$ cat src/rtl/seg_display_pkg.sv
`default_nettype none
// ============================================================================
// Module   : seg_display_pkg
// Brief    : Shared constants and types for the 4-digit seven-segment scanner.
// Revision : 1.0 - initial release
// ============================================================================
package seg_display_pkg;

    typedef logic [1:0] slot_idx_t;

    // Segment order {g,f,e,d,c,b,a}, active-low
    localparam logic [6:0] SEG_DIGIT [0:9] = '{
        7'b1000000, 7'b1111001, 7'b0100100, 7'b0110000, 7'b0011001,
        7'b0010010, 7'b0000010, 7'b1111000, 7'b0000000, 7'b0010000
    };
    localparam logic [6:0] SEG_DASH  = 7'b0111111;
    localparam logic [6:0] SEG_BLANK = 7'b1111111;

    localparam logic [3:0] ANODE_OFF = 4'b1111;
    localparam logic [3:0] ANODE_PAT [0:3] = '{
        4'b1110, 4'b1101, 4'b1011, 4'b0111
    };

endpackage : seg_display_pkg
`default_nettype wire

$ cat src/rtl/seg7_decode.sv
`default_nettype none
// ============================================================================
// Module   : seg7_decode
// Brief    : BCD to active-low seven-segment decoder; non-decimal codes give a dash.
// Revision : 1.0 - initial release
// ============================================================================
module seg7_decode
    import seg_display_pkg::*;
(
    input  logic [3:0] i_bcd,
    output logic [6:0] o_seg
);

    always_comb begin
        o_seg = SEG_DASH;
        case (i_bcd)
            4'd0:    o_seg = SEG_DIGIT[0];
            4'd1:    o_seg = SEG_DIGIT[1];
            4'd2:    o_seg = SEG_DIGIT[2];
            4'd3:    o_seg = SEG_DIGIT[3];
            4'd4:    o_seg = SEG_DIGIT[4];
            4'd5:    o_seg = SEG_DIGIT[5];
            4'd6:    o_seg = SEG_DIGIT[6];
            4'd7:    o_seg = SEG_DIGIT[7];
            4'd8:    o_seg = SEG_DIGIT[8];
            4'd9:    o_seg = SEG_DIGIT[9];
            default: o_seg = SEG_DASH;
        endcase
    end

endmodule : seg7_decode
`default_nettype wire

$ cat src/rtl/seg_display_scan.sv
`default_nettype none
// ============================================================================
// Module   : seg_display_scan
// Brief    : Time-multiplexed MM:SS display driver with frame snapshot and
//            adjust-mode blinking of the selected digit pair.
// Revision : 1.0 - initial release
// ============================================================================
module seg_display_scan
    import seg_display_pkg::*;
#(
    parameter int REFRESH_DIV = 100000,
    parameter int BLINK_DIV   = 25000000
) (
    input  logic       clk,
    input  logic       reset,
    input  logic [3:0] min_tens,
    input  logic [3:0] min_ones,
    input  logic [3:0] sec_tens,
    input  logic [3:0] sec_ones,
    input  logic       adj_en,
    input  logic       adj_sel,
    output logic [3:0] an,
    output logic [6:0] seg,
    output logic       dp
);

    localparam int RW = (REFRESH_DIV > 1) ? $clog2(REFRESH_DIV) : 1;
    localparam int BW = (BLINK_DIV > 1) ? $clog2(BLINK_DIV) : 1;
    localparam logic [RW-1:0] c_REF_MAX = RW'(REFRESH_DIV - 1);
    localparam logic [BW-1:0] c_BLK_MAX = BW'(BLINK_DIV - 1);

    logic [RW-1:0] r_refresh_cnt;
    logic [BW-1:0] r_blink_cnt;
    logic          r_blink_phase;
    logic          r_adj_en_d;
    slot_idx_t     r_idx;
    logic [3:0]    r_snap_sec_tens;
    logic [3:0]    r_snap_min_ones;
    logic [3:0]    r_snap_min_tens;
    logic [3:0]    r_an;
    logic [6:0]    r_seg;
    logic          r_dp;

    logic          w_tick;
    logic          w_blink_wrap;
    logic          w_adj_rise;
    logic          w_phase_next;
    slot_idx_t     w_idx_next;
    logic [3:0]    w_digit;
    logic [6:0]    w_seg;
    logic          w_blank;

    assign w_tick       = (r_refresh_cnt == c_REF_MAX);
    assign w_blink_wrap = (r_blink_cnt == c_BLK_MAX);
    assign w_adj_rise   = adj_en & ~r_adj_en_d;
    assign w_idx_next   = r_idx + 2'd1;

    // Blanking on a tick must see the phase this same edge produces
    assign w_phase_next = w_adj_rise   ? 1'b0 :
                          w_blink_wrap ? ~r_blink_phase : r_blink_phase;

    // Digit 0 opens a frame and is shown live; the rest come from the snapshot
    // taken on that same edge, so sec_ones itself never needs a snapshot copy.
    always_comb begin
        w_digit = sec_ones;
        case (w_idx_next)
            2'd0:    w_digit = sec_ones;
            2'd1:    w_digit = r_snap_sec_tens;
            2'd2:    w_digit = r_snap_min_ones;
            default: w_digit = r_snap_min_tens;
        endcase
    end

    assign w_blank = adj_en & w_phase_next & (adj_sel ? ~w_idx_next[1] : w_idx_next[1]);

    seg7_decode u_decode (
        .i_bcd (w_digit),
        .o_seg (w_seg)
    );

    always_ff @(posedge clk or negedge reset) begin
        if (!reset) begin
            r_refresh_cnt   <= '0;
            r_blink_cnt     <= '0;
            r_blink_phase   <= 1'b0;
            r_adj_en_d      <= 1'b0;
            r_idx           <= 2'd3;
            r_snap_sec_tens <= 4'd0;
            r_snap_min_ones <= 4'd0;
            r_snap_min_tens <= 4'd0;
            r_an            <= ANODE_OFF;
            r_seg           <= SEG_BLANK;
            r_dp            <= 1'b1;
        end else begin
            r_adj_en_d    <= adj_en;
            r_blink_phase <= w_phase_next;
            r_refresh_cnt <= w_tick ? '0 : r_refresh_cnt + 1'b1;
            r_blink_cnt   <= (w_adj_rise || w_blink_wrap) ? '0 : r_blink_cnt + 1'b1;
            if (w_tick) begin
                r_idx <= w_idx_next;
                if (w_idx_next == 2'd0) begin
                    r_snap_sec_tens <= sec_tens;
                    r_snap_min_ones <= min_ones;
                    r_snap_min_tens <= min_tens;
                end
                r_an  <= w_blank ? ANODE_OFF : ANODE_PAT[w_idx_next];
                r_seg <= w_blank ? SEG_BLANK : w_seg;
                r_dp  <= (w_idx_next != 2'd2);
            end
        end
    end

    assign an  = r_an;
    assign seg = r_seg;
    assign dp  = r_dp;

endmodule : seg_display_scan
`default_nettype wire
$ cat config.mk
export PLATFORM = sky130hd
export DESIGN_NAME = seg_display_scan
export DESIGN_NICKNAME = d
export VERILOG_FILES = /design/src/rtl/seg_display_pkg.sv /design/src/rtl/seg7_decode.sv /design/src/rtl/seg_display_scan.sv
export SDC_FILE = /design/constraint.sdc
export NUM_CORES = 1
export LEC_CHECK = 0
export BUFFER_PORTS_ARGS = -buffer_cell sky130_fd_sc_hd__buf_4
export CAP_MARGIN = 5
export CELL_PAD_IN_SITES_DETAIL_PLACEMENT = 0
export CELL_PAD_IN_SITES_GLOBAL_PLACEMENT = 2
export CORE_AREA = 3 3 98 100
export DETAILED_ROUTE_END_ITERATION = 8
export DIE_AREA = 0 0 101 103
export GPL_TIMING_DRIVEN = 0
export HOLD_SLACK_MARGIN = 0.03
export PLACE_DENSITY_LB_ADDON = 0.1
export SETUP_SLACK_MARGIN = 0.1
export SLEW_MARGIN = 20
export SYNTH_ARGS = -nofsm -noshare
export SYNTH_HDL_FRONTEND = slang
export SYNTH_SLANG_ARGS = --single-unit
$ cat constraint.sdc
create_clock -name clk -period 3.3 [get_ports clk]
set_input_delay 0.495 -clock clk [delete_from_list [all_inputs] [get_ports clk]]
set_output_delay 0.495 -clock clk [all_outputs]
set_load 0.05 [all_outputs]
==> impl_metrics.tcl <==
set metrics [dict create \
    outcome "finished clean" \
    fin_nets 403 \
    ant_nets 0 \
    die_w_um 101 \
    cp_common_cell "ha_1" \
    first_pass_iters 4 \
    multi_input_area_um2 1600 \
    num_vias 2439 \
    htree_levels 3 \
    r2r-start "r_idx[1]" \
    criticalPathCategory "reg -> reg" \
    final_cell_area_um2 4100 \
    cap_violations 0 \
    ys_types 46 \
    post-cts-setup-buffers 0 \
    tns_ns 0 \
    finClkSkew_ns 0.0131 \
    crit_fanout 7 \
    holdBufCountCts 0 \
    ir_worst_vdd_mv 0.204 \
    layout_commonest_cell "dfrtp_1" \
    fmax_mhz 406 \
    finalSetupViolations 0 \
    finalCritPeriodShare 0.746 \
    hold_path.class "in -> async" \
    start_util 0.400 \
    ys_warn_count 0 \
    synth.cell_area_um2 3510 \
    n_antenna_cell 0 \
    required_ns 3.56 \
    ff2ff_path_depth 8 \
    cp_top_family "flip-flops" \
    arrival_ns 2.72 \
    drc_errors 0 \
    drv_slew 0 \
    antenna_found_initial 0 \
    layout_common_cells "dfrtp_1, nor2_1, buf_4" \
    grt_pass1_vias 2400 \
    worst-path-buf-inv 2 \
    die_area_um2 10400 \
    hpwl_mm 4.88 \
    grt_max_degree 71 \
    min_period_ns 2.46 \
    post_drt_wl_per_cell_um 14.6 \
    via_per_inst 5.02 \
    syn-num-nets 361 \
    port_buffers 31 \
    clk_pin_slew_ns 0.08 \
    ys_seq_area_frac 0.505 \
    ys_ff_latch 70 \
    wirelength_mm 7.09 \
    cts_resized 0 \
    avgSynthCellArea_um2 10.6 \
    r2r_end "seg[3]" \
    grt_pass1_wl_mm 11.9 \
    cts_num_sinks 70 \
    placedInstanceArea_um2 3870 \
    yosys-top-cells-area "dfrtp_1, dfstp_2, xnor2_1" \
    die_y_um 103 \
    io_pins 32 \
    path_depth 8 \
    row_count 34 \
    coreArea_um2 8760 \
    drt_iter0_markers 104 \
    max_stage_delay_ns 0.56 \
    fillers 837 \
    overflow 0 \
    crit_path_cell_trace "ha_1 -> clkbuf_1 -> mux2i_1 -> inv_1 -> ha_1 -> nand2b_1 -> a21oi_1 -> o32a_1" \
    gp_congestion 0.759 \
    cts_max_path_buffers 2 \
    synth.top_cell.area_share 0.400 \
    insertion_delay_ns 0.34 \
    cp-start-kind "flip-flop" \
    cts_tree "done" \
    syn_to_final_growth_pct 16.9 \
    relSlewSlack 0.405 \
    drive_above_1_share 0.212 \
    cellPowerDensity_nw_per_um2 437 \
    final-hold-violation-count 0 \
    groute.usage.overall 0.146 \
    seq_area_um2 1770 \
    postSynthCellCount 331 \
    r2r_slack_ns 0.84 \
    rsz0062_at_grt "no" \
    critPathCaptureType "flip-flop" \
    p_leak_nw 1.83 \
    root_buffer "clkbuf_8" \
    cp_slowest_cell "dfstp_2" \
    cts_buffers 9 \
    synth.largest_area_cell "dfrtp_1" \
    worst_pin_slew_ns 0.893 \
]
-- registers in the layout (all words and copies together), names as in the netlist --
register / cells
an: 4
dp: 1
r_adj_en_d: 1
r_blink_cnt: 25
r_blink_phase: 1
r_idx: 2
r_refresh_cnt: 17
r_snap_min_ones: 4
r_snap_min_tens: 4
r_snap_sec_tens: 4
seg: 7
-- worst reg2reg max path: stages, from the launching register on --
cell and delay (ns):
dfstp_2 0.56, ha_1 0.14, clkbuf_1 0.30, mux2i_1 0.49
inv_1 0.15, ha_1 0.29, nand2b_1 0.09, a21oi_1 0.07
o32a_1 0.30
-- cell families (layout without fill, tap and decap cells) --
logic type,Yosys count,in the layout,share of synthesized area
DFF,70,70,0.505
adders and majority gates,10,10,0.0357
buffers and inverters,31,78,0.0382
xor gates and xnor gates,40,40,0.0999
muxes,15,15,0.0571
and+or+nand+nor,135,135,0.197
AOI/OAI and AO/OA,30,30,0.0671
-- worst max-delay path by stage --
stage	start	to	slack, ns
after floorplan	r_idx[0]	seg[5]	1.05
after global placement	r_idx[0]	seg[3]	0.81
after detailed placement	r_idx[1]	seg[3]	0.82
after CTS	r_idx[1]	seg[3]	0.81
after global routing	r_idx[1]	seg[3]	0.64
final	r_idx[1]	seg[3]	0.84
-- Yosys cell counts (all sizes together) --
cell     n
o22a     1
a32o     2
xnor2   26
or4b     1
a211oi   1
nor3b    1
mux2i    2
dfstp   14
nand2b   6
nand2   21
o32a     5
nor2    43
nor4     7
nor3     8
nor4b    3
and4     4
and2     3
clkbuf   9
a222oi   2
or3      1
xor2    14
o31a     5
and3     4
nor2b    1
dfrtp   56
a21o     1
a31oi    1
o31ai    1
inv     18
nand3   21
nor4bb   1
or4      1
nand4b   1
ha      10
a32oi    1
buf      4
nand4    7
mux2    13
a21oi    8
o21ai    1
or2      1
o211a    1
-- report_power, final --
group	switching, W	leakage (nW)	internal, W	total (W)
sequential	0.0000232	0.877	0.000884	0.000908
combinational	0.0000529	0.842	0.0000490	0.000102
clock	0.000333	0.113	0.000448	0.000782
total	0.000409	1.83	0.00138	0.00179
-- final cells by class --
| class | instances | share of cell area |
|---|---|---|
| Clock buffer | 11 | 0.0345 |
| Inverter | 18 | 0.0165 |
| Timing Repair Buffer | 31 | 0.0568 |
| Buffer | 13 | 0.0162 |
| Clock inverter | 5 | 0.0202 |
| Multi-Input combinational cell | 230 | 0.391 |
| Tap cell | 108 | 0.0330 |
| Sequential cell | 70 | 0.432 |
-- stage by stage --
stage          hold slack (ns)   util  setup WS (ns)  power, W  cells
2_1_floorplan            0.199      -           1.05  0.000978    331
3_3_place_gp             0.474  0.442          0.805   0.00103    470
3_5_place_dp             0.484  0.442          0.821   0.00103    470
4_1_cts                  0.275  0.468          0.806   0.00182    486
5_1_grt                  0.266  0.468          0.642   0.00187    486
6_report                 0.279  0.468          0.837   0.00179    486
-- layer usage --
layer | up-vias | wire length (um) | GRT usage
met2 | 34 | 3390 | 0.238
met5 | - | 0 | 0
met3 | 5 | 192 | 0.0392
met4 | 0 | 56 | 0.0389
li1 | 1229 | - | -
met1 | 1171 | 3450 | 0.194
No activity file was read; power rests on OpenSTA's default activity.
